==> config.mk <==
export PLATFORM = sky130hd
export DESIGN_NAME = fifo_burst_reader
export DESIGN_NICKNAME = d
export VERILOG_FILES = /design/src/rtl/fifo_pkg.sv /design/src/rtl/fifo_skid_buf.sv /design/src/rtl/fifo_burst_reader.sv
export SDC_FILE = /design/constraint.sdc
export NUM_CORES = 1
export LEC_CHECK = 0
export CORE_UTILIZATION = 40
export CTS_CLUSTER_DIAMETER = 200
export DETAILED_ROUTE_END_ITERATION = 8
export GPL_TIMING_DRIVEN = 0
export PLACE_DENSITY = 0.66
export SYNTH_ARGS = -nofsm -noshare
export SYNTH_HDL_FRONTEND = slang
export SYNTH_SLANG_ARGS = --single-unit
==> constraint.sdc <==
create_clock -name clk -period 2.6 [get_ports clk]
set_clock_uncertainty 0.1 [all_clocks]
set_input_delay 0.52 -clock clk [delete_from_list [all_inputs] [get_ports clk]]
set_output_delay 0.52 -clock clk [all_outputs]
set_load 0.05 [all_outputs]
==> src/rtl/fifo_pkg.sv <==
// Shared definitions for the FIFO memory and its burst reader.
package fifo_pkg;

  localparam int FIFO_WIDTH = 8;
  localparam int FIFO_CNT_W = 4;

  typedef enum logic [1:0] {
    IDLE  = 2'd0,
    READ  = 2'd1,
    DRAIN = 2'd2,
    DONE  = 2'd3
  } state_t;

endpackage

==> src/rtl/fifo_skid_buf.sv <==
// Two-entry skid buffer: absorbs words whose FIFO read was already issued
// when the consumer stalls. The head register drives m_data directly.
module fifo_skid_buf
  import fifo_pkg::*;
#(
  parameter int WIDTH = FIFO_WIDTH
) (
  input  logic             clk,
  input  logic             reset,
  input  logic             push,
  input  logic [WIDTH-1:0] push_data,
  input  logic             m_ready,
  output logic             pop,
  output logic [1:0]       occ,
  output logic             m_valid,
  output logic [WIDTH-1:0] m_data
);

  logic [WIDTH-1:0] head_reg;
  logic [WIDTH-1:0] tail_reg;
  logic [1:0]       occ_reg;

  assign m_valid = (occ_reg != 2'd0);
  assign pop     = m_valid & m_ready;
  assign occ     = occ_reg;
  assign m_data  = head_reg;

  // Shift words toward the head; a push into a full buffer without a pop is dropped defensively.
  always_ff @(posedge clk) begin
    if (!reset) begin
      head_reg <= '0;
      tail_reg <= '0;
      occ_reg  <= 2'd0;
    end else begin
      case ({push, pop})
        2'b10: begin
          if (occ_reg == 2'd0) begin
            head_reg <= push_data;
            occ_reg  <= 2'd1;
          end else if (occ_reg == 2'd1) begin
            tail_reg <= push_data;
            occ_reg  <= 2'd2;
          end
        end
        2'b01: begin
          head_reg <= tail_reg;
          occ_reg  <= occ_reg - 2'd1;
        end
        2'b11: begin
          if (occ_reg == 2'd1) begin
            head_reg <= push_data;
          end else begin
            head_reg <= tail_reg;
            tail_reg <= push_data;
          end
        end
        default: ;
      endcase
    end
  end

endmodule

==> src/rtl/fifo_burst_reader.sv <==
// Burst read master for the cs/rd/empty/dataOut FIFO. Issues reads only when
// the skid buffer is guaranteed room for the word still in flight.
module fifo_burst_reader
  import fifo_pkg::*;
#(
  parameter int WIDTH = FIFO_WIDTH,
  parameter int CNT_W = FIFO_CNT_W
) (
  input  logic             clk,
  input  logic             reset,
  input  logic             start,
  input  logic [CNT_W-1:0] burst_len,
  output logic             busy,
  output logic             done,
  output logic [CNT_W-1:0] rd_count,
  output logic             fifo_cs,
  output logic             fifo_rd,
  input  logic             fifo_empty,
  input  logic [WIDTH-1:0] fifo_data,
  output logic             m_valid,
  input  logic             m_ready,
  output logic [WIDTH-1:0] m_data
);

  state_t           state_reg, state_next;
  logic [CNT_W-1:0] remaining_reg;
  logic [CNT_W-1:0] rd_count_reg;
  logic             inflight_reg;
  logic             busy_reg, busy_next;
  logic             done_reg, done_next;
  logic             rd_ok;
  logic             pop;
  logic [1:0]       occ;
  logic [2:0]       fill;
  logic [2:0]       room;

  // Words held plus the one arriving must stay within two after this cycle's pop.
  assign fill  = {1'b0, occ} + {2'b00, inflight_reg};
  assign room  = 3'd2 + {2'b00, pop};
  assign rd_ok = (state_reg == READ) && (remaining_reg != '0) && !fifo_empty && (fill < room);

  assign busy     = busy_reg;
  assign done     = done_reg;
  assign rd_count = rd_count_reg;
  assign fifo_cs  = fifo_rd;

  fifo_skid_buf #(.WIDTH(WIDTH)) u_skid (
    .clk       (clk),
    .reset     (reset),
    .push      (inflight_reg),
    .push_data (fifo_data),
    .m_ready   (m_ready),
    .pop       (pop),
    .occ       (occ),
    .m_valid   (m_valid),
    .m_data    (m_data)
  );

  // State register; busy/done are registered from the next state so they align with it.
  always_ff @(posedge clk) begin
    if (!reset) begin
      state_reg <= IDLE;
      busy_reg  <= 1'b0;
      done_reg  <= 1'b0;
    end else begin
      state_reg <= state_next;
      busy_reg  <= busy_next;
      done_reg  <= done_next;
    end
  end

  // Next-state logic; DRAIN exits as soon as the final word is handed over this cycle.
  always_comb begin
    state_next = state_reg;
    case (state_reg)
      IDLE: begin
        if (start) state_next = (burst_len == '0) ? DONE : READ;
      end
      READ: begin
        if (rd_ok && (remaining_reg == {{(CNT_W-1){1'b0}}, 1'b1})) state_next = DRAIN;
      end
      DRAIN: begin
        if (!inflight_reg && ((occ == 2'd0) || ((occ == 2'd1) && pop))) state_next = DONE;
      end
      DONE: state_next = IDLE;
      default: state_next = IDLE;
    endcase
  end

  // Output decode: read strobe is live, status flags follow the next state.
  always_comb begin
    fifo_rd   = rd_ok;
    busy_next = (state_next == READ) || (state_next == DRAIN);
    done_next = (state_next == DONE);
  end

  // Burst counters and the one-cycle read-latency tracker.
  always_ff @(posedge clk) begin
    if (!reset) begin
      remaining_reg <= '0;
      rd_count_reg  <= '0;
      inflight_reg  <= 1'b0;
    end else begin
      inflight_reg <= fifo_rd;
      if ((state_reg == IDLE) && start) begin
        remaining_reg <= burst_len;
        rd_count_reg  <= '0;
      end else if (fifo_rd) begin
        remaining_reg <= remaining_reg - 1'b1;
        rd_count_reg  <= rd_count_reg + 1'b1;
      end
    end
  end

endmodule
Word level (Yosys, flattened, before mapping):

Index checks and enable logic that the tools add are counted.

* add/sub/neg operators: 5
* order comparisons: 1
* equal/unequal tests: 15
* multiplexer cells: 16
* bitwise logic cells: 2
* reduce and logical (&&, ||, !) cells: 24

Operators by type and width (count)
* 8-bit two-way mux: 4
* 8-bit one-hot mux with 3 select lines: 1
* 8-bit one-hot mux with 2 select lines: 1
* 2-bit equality test, second input constant: 6
* 2-bit two-way mux: 6
* 2-bit by 1-bit equality test with 1-bit output, second input constant: 4
* 4-bit two-way mux: 2
* 2-bit one-hot mux with 4 select lines: 1
* 2-bit nonzero test: 4
* 1-bit logical AND: 7
* 2-bit inequality test, second input constant: 3
* 4-bit by 1-bit adder with 4-bit output, second input constant: 1
* 4-bit by 1-bit equality test with 1-bit output, second input constant: 1
* 2-bit zero test: 2
* 4-bit zero test: 1
* 2-bit one-hot mux with 2 select lines: 1
* 2-bit AND reduction: 2
* 4-bit nonzero test: 1
* 4-bit by 1-bit subtractor with 4-bit output, second input constant: 1
* 2-bit by 1-bit adder with 3-bit output: 1
* 2-bit by 1-bit adder with 3-bit output, first input constant: 1
* 3-bit < comparator: 1
* 3-bit inequality test, second input constant: 1
* 3-bit AND reduction: 1
* other kinds (7): 9

* flip-flop bits (word level): 31
* input port bits: 17
* output and inout bits: 17

Longest topological paths before layout:

* word-level depth: 10
* depth in mapped cells: 9

Hierarchy:

From an unflattened synthesis, not the netlist that was laid out.

* cell total of the unflattened synthesis: 169
* area total of the unflattened synthesis: 1605.3 um^2

Modules (own cells, without submodules)
* fifo_skid_buf: instances 1, cells an instance 92, area an instance 879.6 um^2, seq. area each 360.3 um^2
* fifo_burst_reader: instances 1, cells an instance 77, area an instance 725.7 um^2, seq. area each 260.2 um^2

Worst setup path before layout:

Ideal clock, no wire load.

* path kind: reg-to-output
* start point: register u_skid.occ_reg[0], in the netlist u_skid.occ[0]
* end point: output port fifo_rd
* arrival: 2.050 ns
* required time: 1.980 ns
* slack: -0.070 ns
* stages on the path, launching flop included: 8
* path through: dfxtp_1 -> ha_1 -> ha_1 -> or4b_1 -> a221o_1 -> buf_6 -> inv_2 -> buf_4

* longest elaborated chain between the ends: 5

RTL lines
* start: declaration: RTL line fifo_skid_buf.sv:21 `logic [1:0] occ_reg;`
* start signal: assignment: RTL line fifo_skid_buf.sv:47 `occ_reg <= occ_reg - 2'd1;`
* 2-bit nonzero test: RTL line fifo_skid_buf.sv:23 `assign m_valid = (occ_reg != 2'd0);`
* 1-bit bitwise AND: RTL line fifo_skid_buf.sv:24 `assign pop = m_valid & m_ready;`
* 2-bit by 1-bit adder with 3-bit output: RTL line fifo_burst_reader.sv:39 `assign room = 3'd2 + {2'b00, pop};`
* 3-bit < comparator *: RTL line fifo_burst_reader.sv:40 `assign rd_ok = (state_reg == READ) && (remaining_reg != '0) && !fifo_empty && (fill < room);`
* 1-bit logical AND *: RTL line fifo_burst_reader.sv:40
* end: declaration: RTL line fifo_burst_reader.sv:17 `output logic fifo_rd,`

Mark *: on every way between the ends. The rest lies on a longest branch, timed or not.

Final worst setup path:

Same ends and word-level chain as after synthesis.

==> impl_metrics.prom <==
# TYPE chip_impl_metric gauge
chip_impl_info{name="run_status",value="finished with violations"} 1
chip_impl_info{name="violations_in_the_final_reports",value="negative setup slack"} 1
chip_impl_info{name="cts_tree",value="done"} 1
chip_impl_metric{name="syn_to_layout_area_delta",unit="%"} 35.04
chip_impl_metric{name="dp_hpwl",unit="mm"} 2.699
chip_impl_metric{name="final_routed_drc_violation_total",unit=""} 0
chip_impl_info{name="most_numerous_cell_in_the_yosys_netlist",value="sky130_fd_sc_hd__dfxtp_1"} 1
chip_impl_info{name="holdCritPathClass",value="reg2reg"} 1
chip_impl_metric{name="power.internal",unit="uW"} 870.6
chip_impl_metric{name="net-switching-power",unit="uW"} 461.8
chip_impl_metric{name="drt_pass_1_iters",unit=""} 4
chip_impl_metric{name="design_area",unit="um2"} 2049
chip_impl_metric{name="placement.cell_area",unit="um2"} 1901
chip_impl_metric{name="fin_crit",unit="ps"} 2695
chip_impl_metric{name="async_reset_ff_share",unit="%"} 0
chip_impl_metric{name="final_critical_path_setup_slack",unit="ps"} -95.05
chip_impl_metric{name="dr.first_iter.drc_count",unit=""} 59
chip_impl_metric{name="grt_pass1_vias",unit=""} 1444
chip_impl_metric{name="path_buf_inv",unit=""} 3
chip_impl_metric{name="final_net_count",unit=""} 240
chip_impl_metric{name="io_pins",unit=""} 34
chip_impl_info{name="crit_path_frequent_cell",value="sky130_fd_sc_hd__ha_4"} 1
chip_impl_metric{name="synth_edf_count",unit=""} 0
chip_impl_metric{name="ant_nets",unit=""} 0
chip_impl_info{name="startpoint_type",value="flop"} 1
chip_impl_metric{name="total_via_count_after_detailed_routing",unit=""} 1424
chip_impl_metric{name="insertion_delay",unit="ps"} 280
chip_impl_metric{name="initial_core_util",unit="%"} 41.46
chip_impl_metric{name="fraction_of_layout_cells_with_a_size_suffix_above_1",unit="%"} 11.11
chip_impl_metric{name="path_clk_slew",unit="ps"} 60
chip_impl_info{name="cp_top_family",value="simple AND/OR/NAND/NOR gates"} 1
chip_impl_metric{name="grt_max_degree",unit=""} 11
chip_impl_metric{name="timing.fmax",unit="GHz"} 0.3711
chip_impl_metric{name="synth_area_per_cell",unit="um2"} 8.773
chip_impl_metric{name="die_w",unit="um"} 63.60
chip_impl_metric{name="max_cap_violations",unit=""} 0
chip_impl_metric{name="power.share.combinational",unit="%"} 31.8
chip_impl_metric{name="grt_util_all_layers",unit="%"} 20.96
chip_impl_info{name="netlist_top_cells_count",value="sky130_fd_sc_hd__dfxtp_1, sky130_fd_sc_hd__a21oi_1, sky130_fd_sc_hd__nor2_1, sky130_fd_sc_hd__o21ai_0, sky130_fd_sc_hd__or3_1"} 1
chip_impl_metric{name="switching_share",unit="%"} 34.66
chip_impl_metric{name="post-route-period-util",unit="%"} 103.7
chip_impl_metric{name="area_of_the_core",unit="um2"} 3661
chip_impl_metric{name="detail_route.vias_per_cell",unit=""} 5.394
chip_impl_metric{name="vdd_ir_drop_max",unit="V"} 0.0003807
chip_impl_info{name="dominantRegCellSynth",value="sky130_fd_sc_hd__dfxtp_1"} 1
chip_impl_metric{name="area.sequential",unit="um2"} 626.9
chip_impl_info{name="slowest_stage_cell_crit_path",value="sky130_fd_sc_hd__or4b_1"} 1
chip_impl_metric{name="global_route_wire_length_before_repair",unit="mm"} 6.541
chip_impl_metric{name="ctsHoldBuffers",unit=""} 0
chip_impl_metric{name="numCtsBuffers",unit=""} 5
chip_impl_info{name="grt_setup_unrepaired",value="true"} 1
chip_impl_metric{name="power.static_leakage",unit="uW"} 0.0007569
chip_impl_metric{name="path_max_fanout",unit=""} 4
chip_impl_metric{name="grt_overflow_total",unit=""} 0
chip_impl_metric{name="power-per-cell-area",unit="nW/um2"} 650.1
chip_impl_metric{name="die_area",unit="um2"} 4044
chip_impl_metric{name="worst_slew_margin_relative_to_its_limit",unit="%"} 58.01
chip_impl_metric{name="dp_slack",unit="ps"} -924.6
chip_impl_metric{name="report.final.setup_viol",unit=""} 2
chip_impl_metric{name="grt_antenna_before_repair",unit=""} 0
chip_impl_metric{name="netlist_area",unit="um2"} 1518
chip_impl_metric{name="floorplan.rows",unit=""} 22
chip_impl_metric{name="synth-warning-count",unit=""} 0
chip_impl_info{name="timing.critical_path.cells",value="ha_4 > ha_4 > or4b_1 > a221o_1 > inv_8 > buf_6 > buf_8"} 1
chip_impl_metric{name="total_power",unit="uW"} 1332
chip_impl_metric{name="hold_violations",unit=""} 0
chip_impl_metric{name="timing.final.max_slew_violations",unit=""} 0
chip_impl_metric{name="post_synthesis_register_bit_count",unit=""} 31
chip_impl_metric{name="seq_area_frac_synth",unit="%"} 40.89
chip_impl_metric{name="routed_wire_length_per_instance",unit="um"} 14.25
chip_impl_metric{name="port_buffers",unit=""} 32
chip_impl_metric{name="cts_max_path_buffers",unit=""} 2
chip_impl_info{name="timing.setup.critical_path_class",value="reg2out"} 1
chip_impl_metric{name="synthesis.instances",unit=""} 173
chip_impl_info{name="cts_root_buffer",value="sky130_fd_sc_hd__clkbuf_8"} 1
chip_impl_metric{name="crit_arrival",unit="ps"} 2080
chip_impl_metric{name="worst-endpoint-required",unit="ps"} 1980
chip_impl_metric{name="multi_input_area",unit="um2"} 838.3
chip_impl_metric{name="antennaDiodeCount",unit=""} 0
chip_impl_metric{name="p_clk_share",unit="%"} 26.8
chip_impl_metric{name="final.setup.tns",unit="ps"} -162.5
chip_impl_metric{name="route.final.wire_length",unit="mm"} 3.762
chip_impl_info{name="setup.worst_path.end_class",value="output pin"} 1
chip_impl_metric{name="gp_routability_congestion",unit=""} 0.8386
chip_impl_metric{name="timing.critical_path.slowest_cell_delay",unit="ps"} 460
chip_impl_metric{name="htree_num_levels",unit=""} 2
chip_impl_info{name="synth_area_leaders",value="sky130_fd_sc_hd__dfxtp_1, sky130_fd_sc_hd__ha_1, sky130_fd_sc_hd__mux2i_1"} 1
chip_impl_metric{name="die_height",unit="um"} 63.60
chip_impl_metric{name="tightest_slew",unit="ps"} 629.9
chip_impl_metric{name="filler_cell_count_in_the_final_layout",unit=""} 349
chip_impl_info{name="synth_top_cell_by_area",value="sky130_fd_sc_hd__dfxtp_1"} 1
chip_impl_metric{name="count_of_different_cell_masters_after_synthesis",unit=""} 38
chip_impl_metric{name="yosysTopAreaCellShare",unit="%"} 40.89
chip_impl_metric{name="p_seq_share",unit="%"} 41.4
chip_impl_metric{name="clock_sink_count",unit=""} 31
chip_impl_metric{name="synth_nets",unit=""} 198
-- tightest hold or removal path: stages, from the launching register on --
cell and delay [ps]:
sky130_fd_sc_hd__dfxtp_1 310, sky130_fd_sc_hd__o21ai_0 70, sky130_fd_sc_hd__a21oi_1 60
-- placed cells by master, fill, tap and decap left out, types with 2 or more instances in the layout --
cell type                         netlist  routed
sky130_fd_sc_hd__dfxtp_1               31      28
sky130_fd_sc_hd__clkdlybuf4s50_1        0      27
sky130_fd_sc_hd__nor2_1                14      14
sky130_fd_sc_hd__a21oi_1               14      14
sky130_fd_sc_hd__o21ai_0               14      14
sky130_fd_sc_hd__clkbuf_1               9      11
sky130_fd_sc_hd__or3_1                 10      10
sky130_fd_sc_hd__inv_1                  9       9
sky130_fd_sc_hd__nand2_1                9       9
sky130_fd_sc_hd__mux2i_1                8       8
sky130_fd_sc_hd__o221ai_1               8       8
sky130_fd_sc_hd__ha_1                   8       6
sky130_fd_sc_hd__and2_1                 5       5
sky130_fd_sc_hd__clkbuf_8               0       5
sky130_fd_sc_hd__buf_4                  1       5
sky130_fd_sc_hd__a311oi_1               4       3
sky130_fd_sc_hd__nand3_1                3       3
sky130_fd_sc_hd__nor3_1                 2       2
sky130_fd_sc_hd__nor2b_1                2       2
sky130_fd_sc_hd__xnor2_1                2       2
sky130_fd_sc_hd__ha_4                   0       2
sky130_fd_sc_hd__dfxtp_2                0       2
sky130_fd_sc_hd__dlygate4sd2_1          0       2
-- routing by layer --
layer | vias up | routed length [um] | global-route usage, % | share of wire, %
li1 | 708 | - | - | -
met4 | 0 | 56 | 8.807 | 1.5
met1 | 666 | 1788 | 26.60 | 48
met2 | 43 | 1776 | 33.78 | 47
met3 | 7 | 141 | 4.710 | 3.7
met5 | - | 0 | 0 | 0
-- worst paths after layout --
| kind | startpoint | end | slack (ps) | cells past startpoint |
|---|---|---|---|---|
| worst max register to register | u_skid.occ[0] | busy | 100 | 9 |
| worst min-delay path | rd_count[3] | rd_count[3] | 390 | 2 |
| worst min register to register | rd_count[3] | rd_count[3] | 390 | 2 |
| worst max-delay path | u_skid.occ[0] | fifo_rd | -100 | 7 |
-- power groups by stage --
| stage | logic [uW] | registers [uW] | clock network [uW] |
|---|---|---|---|
| final | 424 | 551 | 357 |
| after global routing | 460 | 555 | 390 |
| after CTS | 423 | 549 | 367 |
| after detailed placement | 409 | 556 | 0 |
| after global placement | 403 | 553 | 0 |
| after floorplan | 194 | 635 | 0 |
-- cells by family after synthesis --
logic type,synth area share (%)
and+or+nand+nor,19.54
AOI/OAI and AO/OA,20.03
adders and majority gates,6.595
buffers and inverters,5.935
xor gates and xnor gates,1.732
DFF,40.89
muxes,5.276
-- repair_timing --
| action | in CTS | in global routing |
|---|---|---|
| pin swaps | 1 | 2 |
| resized for setup | 26 | 3 |
| cloned | 0 | 0 |
| endpoints found under the hold margin | 0 | 0 |
| buffers inserted | 4 | 1 |
| setup endpoints to repair | 3 | 5 |
-- final cells by class --
cell class | count | area share (%)
inverter | 10 | 2.198
tap | 48 | 2.930
multi-input combinational | 121 | 40.90
buffer | 10 | 2.198
clock buffer | 7 | 3.724
sequential | 31 | 30.59
timing repair buffer | 36 | 17.22
clock inverter | 1 | 0.2442
-- through the flow --
step	std cells	utilization, %	hold slack, ps
5_1_grt	264	55.98	428.3
3_3_place_gp	253	51.91	365.5
4_1_cts	265	56.02	393.5
6_report	264	55.98	391.9
2_1_floorplan	173	-	353.2
3_5_place_dp	253	51.91	382.4
No activity file was read; power rests on OpenSTA's default activity.
